$ cat src/rtl/fetch_decode_if.sv
// Bundle of the fetch/decode stage's memory, downstream and redirect signals.
// master = the stage itself, slave = its environment (memory, control unit, execute).
//
// Handshake: the stage offers a decoded instruction by holding out_valid=1.
// A transfer happens on a rising edge where out_valid=1, out_ready=1 and
// branch_taken=0. While out_valid=1 and no transfer happens, every decoded
// field stays stable. imem_ack completes a fetch only on an edge where
// imem_req=1 and branch_taken=0.
interface fetch_decode_if #(
  parameter int PC_W = 8,
  parameter int IW   = 16
);
  logic            imem_req;
  logic [PC_W-1:0] imem_addr;
  logic            imem_ack;
  logic [IW-1:0]   imem_rdata;
  logic            out_valid;
  logic            out_ready;
  logic [2:0]      opcode;
  logic [2:0]      rd;
  logic [2:0]      rs1;
  logic [2:0]      rs2;
  logic [7:0]      imm;
  logic [PC_W-1:0] pc_out;
  logic            branch_taken;
  logic [PC_W-1:0] branch_target;
  logic [15:0]     instr_count;
  logic            state_dbg;

  modport master (
    output imem_req, imem_addr, out_valid, opcode, rd, rs1, rs2, imm,
           pc_out, instr_count, state_dbg,
    input  imem_ack, imem_rdata, out_ready, branch_taken, branch_target
  );

  modport slave (
    input  imem_req, imem_addr, out_valid, opcode, rd, rs1, rs2, imm,
           pc_out, instr_count, state_dbg,
    output imem_ack, imem_rdata, out_ready, branch_taken, branch_target
  );
endinterface

$ cat src/rtl/fetch_decode_stage.sv
// Two-state fetch/decode stage: requests one instruction word, holds it decoded
// until downstream takes it, and accepts branch redirects from execute.
module fetch_decode_stage #(
  parameter int PC_W = 8,
  parameter int IW   = 16
) (
  input  logic           clk,
  input  logic           rst,
  fetch_decode_if.master bus
);

  typedef enum logic {
    FETCH = 1'b0,
    HOLD  = 1'b1
  } state_t;

  state_t          state;
  state_t          state_nxt;
  logic [PC_W-1:0] pc;
  logic [PC_W-1:0] pc_held;
  logic [IW-1:0]   ir;
  logic [15:0]     count;
  logic            take;
  logic            handoff;

  // A redirect overrides both a returning fetch and a downstream handoff.
  always_comb begin
    state_nxt = state;
    take      = 1'b0;
    handoff   = 1'b0;
    if (bus.branch_taken) begin
      state_nxt = FETCH;
    end else begin
      case (state)
        FETCH: if (bus.imem_ack) begin
          state_nxt = HOLD;
          take      = 1'b1;
        end
        HOLD: if (bus.out_ready) begin
          state_nxt = FETCH;
          handoff   = 1'b1;
        end
        default: state_nxt = FETCH;
      endcase
    end
  end

  always_ff @(posedge clk or posedge rst) begin
    if (rst) begin
      state <= FETCH;
    end else begin
      state <= state_nxt;
    end
  end

  always_ff @(posedge clk or posedge rst) begin
    if (rst) begin
      pc      <= '0;
      pc_held <= '0;
      ir      <= '0;
    end else begin
      if (bus.branch_taken) begin
        pc <= bus.branch_target;
      end else if (take) begin
        pc <= pc + 1'b1;
      end
      if (take) begin
        ir      <= bus.imem_rdata;
        pc_held <= pc;
      end
    end
  end

  always_ff @(posedge clk or posedge rst) begin
    if (rst) begin
      count <= '0;
    end else if (handoff && (count != 16'hFFFF)) begin
      count <= count + 16'd1;
    end
  end

  assign bus.imem_req    = (state == FETCH);
  assign bus.out_valid   = (state == HOLD);
  assign bus.imem_addr   = pc;
  assign bus.pc_out      = pc_held;
  assign bus.instr_count = count;
  assign bus.state_dbg   = state;

  // Field positions assume a 16-bit instruction word.
  assign bus.opcode = ir[15:13];
  assign bus.rd     = ir[12:10];
  assign bus.rs1    = ir[9:7];
  assign bus.rs2    = ir[6:4];
  assign bus.imm    = ir[7:0];

endmodule
$ cat src/flat_wrapper.sv
// flat-port wrapper written by rule: the top's interface ports become plain ports
module fetch_decode_stage_flat 
#(
  parameter int PC_W = 8,
  parameter int IW   = 16
)
  (clk, rst, bus_imem_req, bus_imem_addr, bus_out_valid, bus_opcode, bus_rd, bus_rs1, bus_rs2, bus_imm, bus_pc_out, bus_instr_count, bus_state_dbg, bus_imem_ack, bus_imem_rdata, bus_out_ready, bus_branch_taken, bus_branch_target);
  fetch_decode_if #(.PC_W(PC_W), .IW(IW)) bus_i ();
  input  logic clk;
  input  logic rst;
  output wire logic [$bits(bus_i.imem_req)-1:0] bus_imem_req;
  output wire logic [$bits(bus_i.imem_addr)-1:0] bus_imem_addr;
  output wire logic [$bits(bus_i.out_valid)-1:0] bus_out_valid;
  output wire logic [$bits(bus_i.opcode)-1:0] bus_opcode;
  output wire logic [$bits(bus_i.rd)-1:0] bus_rd;
  output wire logic [$bits(bus_i.rs1)-1:0] bus_rs1;
  output wire logic [$bits(bus_i.rs2)-1:0] bus_rs2;
  output wire logic [$bits(bus_i.imm)-1:0] bus_imm;
  output wire logic [$bits(bus_i.pc_out)-1:0] bus_pc_out;
  output wire logic [$bits(bus_i.instr_count)-1:0] bus_instr_count;
  output wire logic [$bits(bus_i.state_dbg)-1:0] bus_state_dbg;
  input wire logic [$bits(bus_i.imem_ack)-1:0] bus_imem_ack;
  input wire logic [$bits(bus_i.imem_rdata)-1:0] bus_imem_rdata;
  input wire logic [$bits(bus_i.out_ready)-1:0] bus_out_ready;
  input wire logic [$bits(bus_i.branch_taken)-1:0] bus_branch_taken;
  input wire logic [$bits(bus_i.branch_target)-1:0] bus_branch_target;
  assign bus_imem_req = bus_i.imem_req;
  assign bus_imem_addr = bus_i.imem_addr;
  assign bus_out_valid = bus_i.out_valid;
  assign bus_opcode = bus_i.opcode;
  assign bus_rd = bus_i.rd;
  assign bus_rs1 = bus_i.rs1;
  assign bus_rs2 = bus_i.rs2;
  assign bus_imm = bus_i.imm;
  assign bus_pc_out = bus_i.pc_out;
  assign bus_instr_count = bus_i.instr_count;
  assign bus_state_dbg = bus_i.state_dbg;
  assign bus_i.imem_ack = bus_imem_ack;
  assign bus_i.imem_rdata = bus_imem_rdata;
  assign bus_i.out_ready = bus_out_ready;
  assign bus_i.branch_taken = bus_branch_taken;
  assign bus_i.branch_target = bus_branch_target;
  fetch_decode_stage #(.PC_W(PC_W), .IW(IW)) u_core (.clk(clk), .rst(rst), .bus(bus_i));
endmodule
$ cat config.mk
export PLATFORM = sky130hd
export DESIGN_NAME = fetch_decode_stage_flat
export DESIGN_NICKNAME = d
export VERILOG_FILES = /design/src/rtl/fetch_decode_if.sv /design/src/rtl/fetch_decode_stage.sv /design/src/flat_wrapper.sv
export SDC_FILE = /design/constraint.sdc
export NUM_CORES = 1
export LEC_CHECK = 0
export CORE_ASPECT_RATIO = 0.9
export CORE_MARGIN = 2
export CORE_UTILIZATION = 44
export DETAILED_ROUTE_END_ITERATION = 8
export GPL_ROUTABILITY_DRIVEN = 0
export PLACE_DENSITY = 0.77
export SYNTH_ARGS = -nofsm -noshare
export SYNTH_HDL_FRONTEND = slang
export SYNTH_SLANG_ARGS = --single-unit
$ cat constraint.sdc
create_clock -name clk -period 2.3 [get_ports clk]
set_input_delay 0.46 -clock clk [delete_from_list [all_inputs] [get_ports clk]]
set_output_delay 0.46 -clock clk [all_outputs]
set_load 0.1 [all_outputs]
Yosys cells after proc, flatten, opt, wreduce, memory -nomap -nowiden

Cells that the tools add are included.
Widths: inputs -> output; s select.

Add/subtract/negate cells: 2
Eq/ne operators: 1
Mux-type cells: 11
Bitwise gates (word level): 1
Reduce and logical (&&, ||, !) cells: 2

Operators with widths:

| cell                  | number |
|---|---|
| $add 16x1->16 const B | 1 |
| $mux 8                | 2 |
| $ne 16x16->1 const B  | 1 |
| $add 8x1->8 const B   | 1 |
| $mux 1                | 8 |
| $pmux 1 s2            | 1 |
| $reduce_bool 2->1     | 1 |
| $logic_and 1x1->1     | 1 |
| $not 1->1             | 1 |

Register bits: 49
Word-level logic and storage cells: 22

Longest topological paths before layout

Gate-level depths: netlist of the first run.

Depth after elaboration: 5
Depth in mapped cells: 6
Mapped depth without buffers: 5

Worst setup path after synthesis of the first run

Ideal clock, no wire load.

Path kind: register to register
Start point: reg u_core.count[0], in the netlist u_core.bus.instr_count[0]
End point: reg u_core.count[1], in the netlist u_core.bus.instr_count[1]
Data arrival time: 2,390 ps
Data required time: 2,173 ps
Setup slack: -216 ps
Cell stages (with the launch flop): 6
Period minus slack after synthesis: 2,516 ps
Cell sequence: dfrtp_1 -> ha_1 -> nand4_4 -> nor4_4 -> nor2_2 -> mux2_4

Cells in the longest elaborated chain, start to end: 2

RTL lines:

| item                                                                  | RTL line                 | text |
|---|---|---|
| start, declared                                                       | fetch_decode_stage.sv:22 | `logic [15:0] count;` |
| start signal, assigned                                                | fetch_decode_stage.sv:78 | `count <= count + 16'd1;` |
| parallel branches: the longest is 2 deep, another holds $add 16x1->16 | n/a                      |  |

Parallel ways; which one is timed is not known.
A chain may end at the register's enable or synchronous reset.

Worst setup path in the final report of the first run

Ends and elaborated chain as after synthesis.

==> impl_results.md, run 1 <==
- Clk_skew: between 4 and 5 ps
- ANT cells: 0
- Combinational share of power: between 40% and 50%
- Die width: around 79 µm
- Clock slew at reported path FFs: approximately 90 ps
- Die Y: 71.36 µm
- Ys Warns: 0
- CTS H-tree depth: 2
- Crit end category: flop
- Initial antenna violation count: 0
- Clk root buf: clkbuf_8
- Async set-reset flop share out of synthesis: 100.0%
- Hold-fix buffers, CTS: 0
- Internal power: 0.001708 W
- Post_cts resized: 0
- Power density over cell area: 1112 mW/mm²
- Reg2Reg Depth: 5
- Initial Util: 45.60%
- Slowest CP cell: nor4_4
- Sequential Power Share: 32.5%
- Post-synth EDFFs: 0
- Worst r2r src: u_core.bus.instr_count[0]
- Crit path max-delay family: simple AND/OR/NAND/NOR gates
- Largest net degree at the start of global routing: 33
- FF+latch count, synth: 49
- Max-slew violation count: 0
- Max incr delay on CP: between 600 and 700 ps
- Flop2flop setup slack: around 330 ps
- NumNets Final: around 300
- Max_cap viols: 0
- CP cell instances: ha_1 > nand4_4 > nor4_4 > nor2_2 > mux2_4
- Status: finished, final reports clean
- Sequential-to-total area share from yosys stat: roughly 55%
- Core Rows: 24
- Crit path arrival time: 2160 ps
- Buffers added on ports: 83
- Max_slew headroom: 49.44%
- CTS tree: done
- Synth area leaders: dfrtp_1 (55%), mux2_2 (12%), xor2_1 (7.5%)
- Final min period: 1974 ps
- Final ANT Viol Nets: 0
- Count leader, synth: dfrtp_1
- Vias per cell: 4.952
- Crit Path Class: flop to flop
- Post-CTS Setup Inserts: 0
- Routed WL: about 4.7 mm
- # DRC: 0
- Area share of the largest cell type after synthesis: 55.27%
- Final setup fails: 0
- Fmax: 506.7 MHz
- Final hold violations: 0
- Max VDD drop: 0.9856 mV
- Synth area leader: dfrtp_1
- Syn_nets: 210
- GR Overflow Total: 0
- Predominant post-synthesis flop cell: dfrtp_1
- Critical path startpoint category: flop
- RR Endpoint: u_core.bus.instr_count[1]
- Vias in the first global route: ~1500
- Commonest cells post-synth: dfrtp_1 (49), mux2_2 (24), xor2_1 (19)
- Pleak: 1.473 nW
- Number of buffers created by CTS: 5
- Worst Path Required: 2490 ps
- Drt first pass iters: 4
- Power Total: roughly 0.0035 W
- Mapped cell area: 0.002218 mm²
- # IOs: 84
- Maximum fanout along the worst path: 9
- Longest Clk Path Bufs: 2
- # clock sinks: 49
- Clock share of power: ~18%
- Via count: 1634
- 1st-iter DRT viols: 68
- Slew @ Worst Pin: 748.8 ps
- Avg WL per Cell: 14.21 µm
- GRT Total Usage: 17.23%
- Avg Inst Size Synth: roughly 12 µm²
- HPWL Detailed: around 3.5 mm
- Core area: 0.004865 mm²
- Die Area: between 0.005 and 0.006 mm²
- First-pass GRT wire length: 7.479 mm
- Sw frac: 50.67%
- Share of layout cells above drive strength 1: 39.25%
- Final cycle utilization of the critical path: 85.81%
- Post-synthesis instance total: 179
- Final setup TNS: 0 ps
- Switching pwr: 0.001755 W
- Area delta synth->final: 40.38%
- Worst skew pair latency: 300 ps
- Hold crit path type: primary input to async pin
- RSZ-0062 raised after global routing: no
- Distinct cells, synth: 33
- Crit path buf inv count: 0
==> metrics by stage <==
stage | cells | setup slack [ps] | cell area [µm²] | utilization (%) | hold slack [ps]
4_1_cts | 330 | 346.1 | 3114 | 64.02 | 461.9
2_1_floorplan | 179 | 2.193 | 2222 | - | 554.5
6_report | 330 | 326.4 | 3114 | 64.02 | 454.5
3_3_place_gp | 322 | 341.2 | 3003 | 61.73 | 489.2
5_1_grt | 330 | 252.7 | 3114 | 64.02 | 472.6
3_5_place_dp | 322 | 327.6 | 3003 | 61.73 | 496.4
==> area by class of cell <==
type	count	area, µm²
repair buffers	89	763.2
fillers	410	1750
clock buffers	6	72.57
multi-input cells	116	917.1
clock inverters	2	38.79
flip-flops and latches	49	1230
inverters	3	11.26
well taps	65	81.33
==> metal layers <==
layer | wire, µm | track usage [%] | vias to the layer above
met5 | 0 | 0 | -
met4 | 68 | 6.322 | 0
met3 | 323 | 4.660 | 7
met2 | 2139 | 28.02 | 55
met1 | 2159 | 22.40 | 779
li1 | - | - | 793
==> registers in the layout, indices dropped and copies added (netlist names) <==
register	cells
u_core.bus.imem_addr	8
u_core.bus.instr_count	16
u_core.bus.pc_out	8
u_core.bus.out_valid	1
u_core.ir	16
==> cell families after synthesis <==
group / share of synthesized area [%]
XOR/XNOR: 8.686
flip-flops: 55.27
multiplexers: 13.31
AO/OA/AOI/OAI: 2.538
AND/OR/NAND/NOR: 15.57
adder cells (fa/ha/maj): 1.128
buffers and inverters: 3.497
==> power by group through the flow <==
stage	clock network (W)	logic [W]	registers (W)
after floorplan	0	0.000353	0.00215
after global placement	0	0.00171	0.00114
after detailed placement	0	0.00173	0.00115
after CTS	0.000627	0.00173	0.00113
after global routing	0.000667	0.00177	0.00115
final	0.000616	0.00172	0.00113
==> cells in the final DEF, fill, tap and decap left out, drive strengths merged, types with 2 or more instances in the layout <==
cell           instances
clkbuf                 6
nor2b                  2
nor2                   4
and3b                  2
dfrtp                 49
and3                   3
buf                   61
nor3                   6
xor2                  19
nor4                   6
nand4                  7
inv                    3
clkdlybuf4s50         28
mux2                  25
nand2                 15
nand3                  5
o21ai                  8
xnor2                  3
ha                     2
==> worst max-delay path by stage <==
| stage | startpoint | endpoint | slack [ps] | cells after the start |
|---|---|---|---|---|
| global placement | bus_imem_ack | u_core.ir[0] | 340 | 5 |
| finish | u_core.bus.instr_count[0] | u_core.bus.instr_count[1] | 330 | 5 |
| CTS | u_core.bus.instr_count[0] | u_core.bus.instr_count[1] | 350 | 5 |
| global route | u_core.bus.instr_count[0] | u_core.bus.instr_count[1] | 250 | 5 |
| detailed placement | bus_imem_ack | u_core.ir[14] | 330 | 5 |
| floorplan | u_core.bus.instr_count[3] | u_core.bus.instr_count[1] | 2 | 4 |
No activity file was read; power rests on OpenSTA's default activity.
==> run 2, diff against run 1 <==
--- a/config.mk
+++ b/config.mk
@@ -5,6 +5,7 @@
 export SDC_FILE = /design/constraint.sdc
 export NUM_CORES = 1
 export LEC_CHECK = 0
+export CAP_MARGIN = 15
 export CORE_ASPECT_RATIO = 0.9
 export CORE_MARGIN = 2
 export CORE_UTILIZATION = 44
==> results of run 2 <==
The final DEF is identical to that of run 1; final timing and power are the same.
==> run 3, diff against run 2 <==
--- a/config.mk
+++ b/config.mk
@@ -6,12 +6,13 @@
 export NUM_CORES = 1
 export LEC_CHECK = 0
 export CAP_MARGIN = 15
-export CORE_ASPECT_RATIO = 0.9
+export CORE_ASPECT_RATIO = 1.75
 export CORE_MARGIN = 2
 export CORE_UTILIZATION = 44
 export DETAILED_ROUTE_END_ITERATION = 8
 export GPL_ROUTABILITY_DRIVEN = 0
 export PLACE_DENSITY = 0.77
+export RECOVER_POWER = 25
 export SYNTH_ARGS = -nofsm -noshare
 export SYNTH_HDL_FRONTEND = slang
 export SYNTH_SLANG_ARGS = --single-unit
==> run 3 against run 2 <==
Net effect: sequential power about the same; maximum frequency up 1.8%; hold slack better by 50 ps; via count up 3.8%; routed wire length up 5.5%; count of clock-buffer cells in the layout down 1; critical path type unchanged; critical endpoint unchanged.
==> impl_results.md, run 3 (same netlist as run 1, synthesis figures left out) <==
- Final hold violations: 0
- Hold crit path type: flop to flop
- Max incr delay on CP: about 590 ps
- Avg WL per Cell: 15.56 µm
- Final setup fails: 0
- Number of buffers created by CTS: 5
- Final min period: 1939 ps
- GR Overflow Total: 0
- # clock sinks: 49
- Vias per cell: 5.333
- # IOs: 84
- Drt first pass iters: 4
- Max_slew headroom: 45.09%
- Max-slew violation count: 0
- Longest Clk Path Bufs: 2
- Status: finished, final reports clean
- CP cell instances: ha_1 > nand4_4 > nor4_4 > nor2_2 > mux2_4
- Critical path startpoint category: flop
- Buffers added on ports: 83
- Final ANT Viol Nets: 0
- Initial antenna violation count: 0
- Initial Util: 44.95%
- Max_cap viols: 0
- Core area: 0.004935 mm²
- # DRC: 0
- Clk_skew: about 10 ps
- Hold-fix buffers, CTS: 0
- Pleak: around 1.5 nW
- Via count: 1696
- Crit path buf inv count: 0
- Clock slew at reported path FFs: approximately 90 ps
- Crit path arrival time: 2120 ps
- Clk root buf: clkbuf_8
- Maximum fanout along the worst path: 9
- Final setup TNS: 0 ps
- Max VDD drop: 1.322 mV
- Die Area: 0.005648 mm²
- Post-CTS Setup Inserts: 0
- CTS tree: done
- Area delta synth->final: 40.61%
- First-pass GRT wire length: 8.204 mm
- Power density over cell area: 1147 mW/mm²
- Largest net degree at the start of global routing: 30
- NumNets Final: 294
- HPWL Detailed: 3.717 mm
- RSZ-0062 raised after global routing: no
- Share of layout cells above drive strength 1: 39.02%
- Die width: 57.68 µm
- Routed WL: roughly 4.9 mm
- GRT Total Usage: between 10% and 20%
- Flop2flop setup slack: 360 ps
- Most frequent cells in the layout: buf_4 (58), dfrtp_1 (46), clkdlybuf4s50_1 (27)
- Final cycle utilization of the critical path: 84.31%
- Commonest non-fill, non-tap cell in the layout: buf_4
- Worst skew pair latency: 300 ps
- ANT cells: 0
- Post_cts resized: 0
- Die Y: roughly 98 µm
- Vias in the first global route: 1696
- Slowest CP cell: nor4_4
- Crit end category: flop
- Crit path max-delay family: simple AND/OR/NAND/NOR gates
- Slew @ Worst Pin: 822.8 ps
- 1st-iter DRT viols: 47
- Core Rows: 34
- Crit Path Class: flop to flop
- CTS H-tree depth: 2
- Fmax: 515.7 MHz
- Min Hold Slack: 504.0 ps
- Worst Path Required: ~2500 ps
-- run 3: cell type report --
type,instances,area [µm²]
Fill cell,396,1815
Tap cell,54,67.56
Inverter,3,11.26
Multi-Input combinational cell,116,917.1
Clock buffer,5,68.82
Sequential cell,49,1230
Timing Repair Buffer,88,755.7
Clock inverter,3,68.82
-- run 3: path summary, 6_finish.rpt --
check,from,endpoint,cells after the start
min in group asynchronous,rst,u_core.ir[9],2
worst max register to register,u_core.bus.instr_count[0],u_core.bus.instr_count[1],5
max in group asynchronous,rst,u_core.bus.instr_count[1],3
worst min-delay path,u_core.bus.instr_count[0],u_core.bus.instr_count[0],1
worst min register to register,u_core.bus.instr_count[0],u_core.bus.instr_count[0],1
worst max-delay path,u_core.bus.instr_count[0],u_core.bus.instr_count[1],5
-- run 3: per-stage QoR --
step	cells	total power (W)	setup WS (ps)	utilization (%)	instance area, µm²
after floorplan	179	0.002504	2.193	-	2222
after global placement	310	0.002853	294.2	60.42	2982
after detailed placement	310	0.002877	249.7	60.42	2982
after CTS	318	0.003611	339.8	63.21	3119
after global routing	318	0.003706	225.4	63.21	3119
final	318	0.003577	360.9	63.21	3119
-- run 3: power breakdown --
part           total [W]  switching (W)  internal (W)
Sequential       0.00113       0.000123       0.00100
Combinational    0.00172        0.00134      0.000376
Clock           0.000731       0.000294      0.000438
Total            0.00358        0.00176       0.00182
-- run 3: per-layer routing --
layer	vias up	global-route usage (%)	wire (µm)
met2	75	32.95	2602
li1	788	-	-
met4	0	6.082	78
met1	825	21.92	1907
met3	8	3.444	360
met5	-	0	0
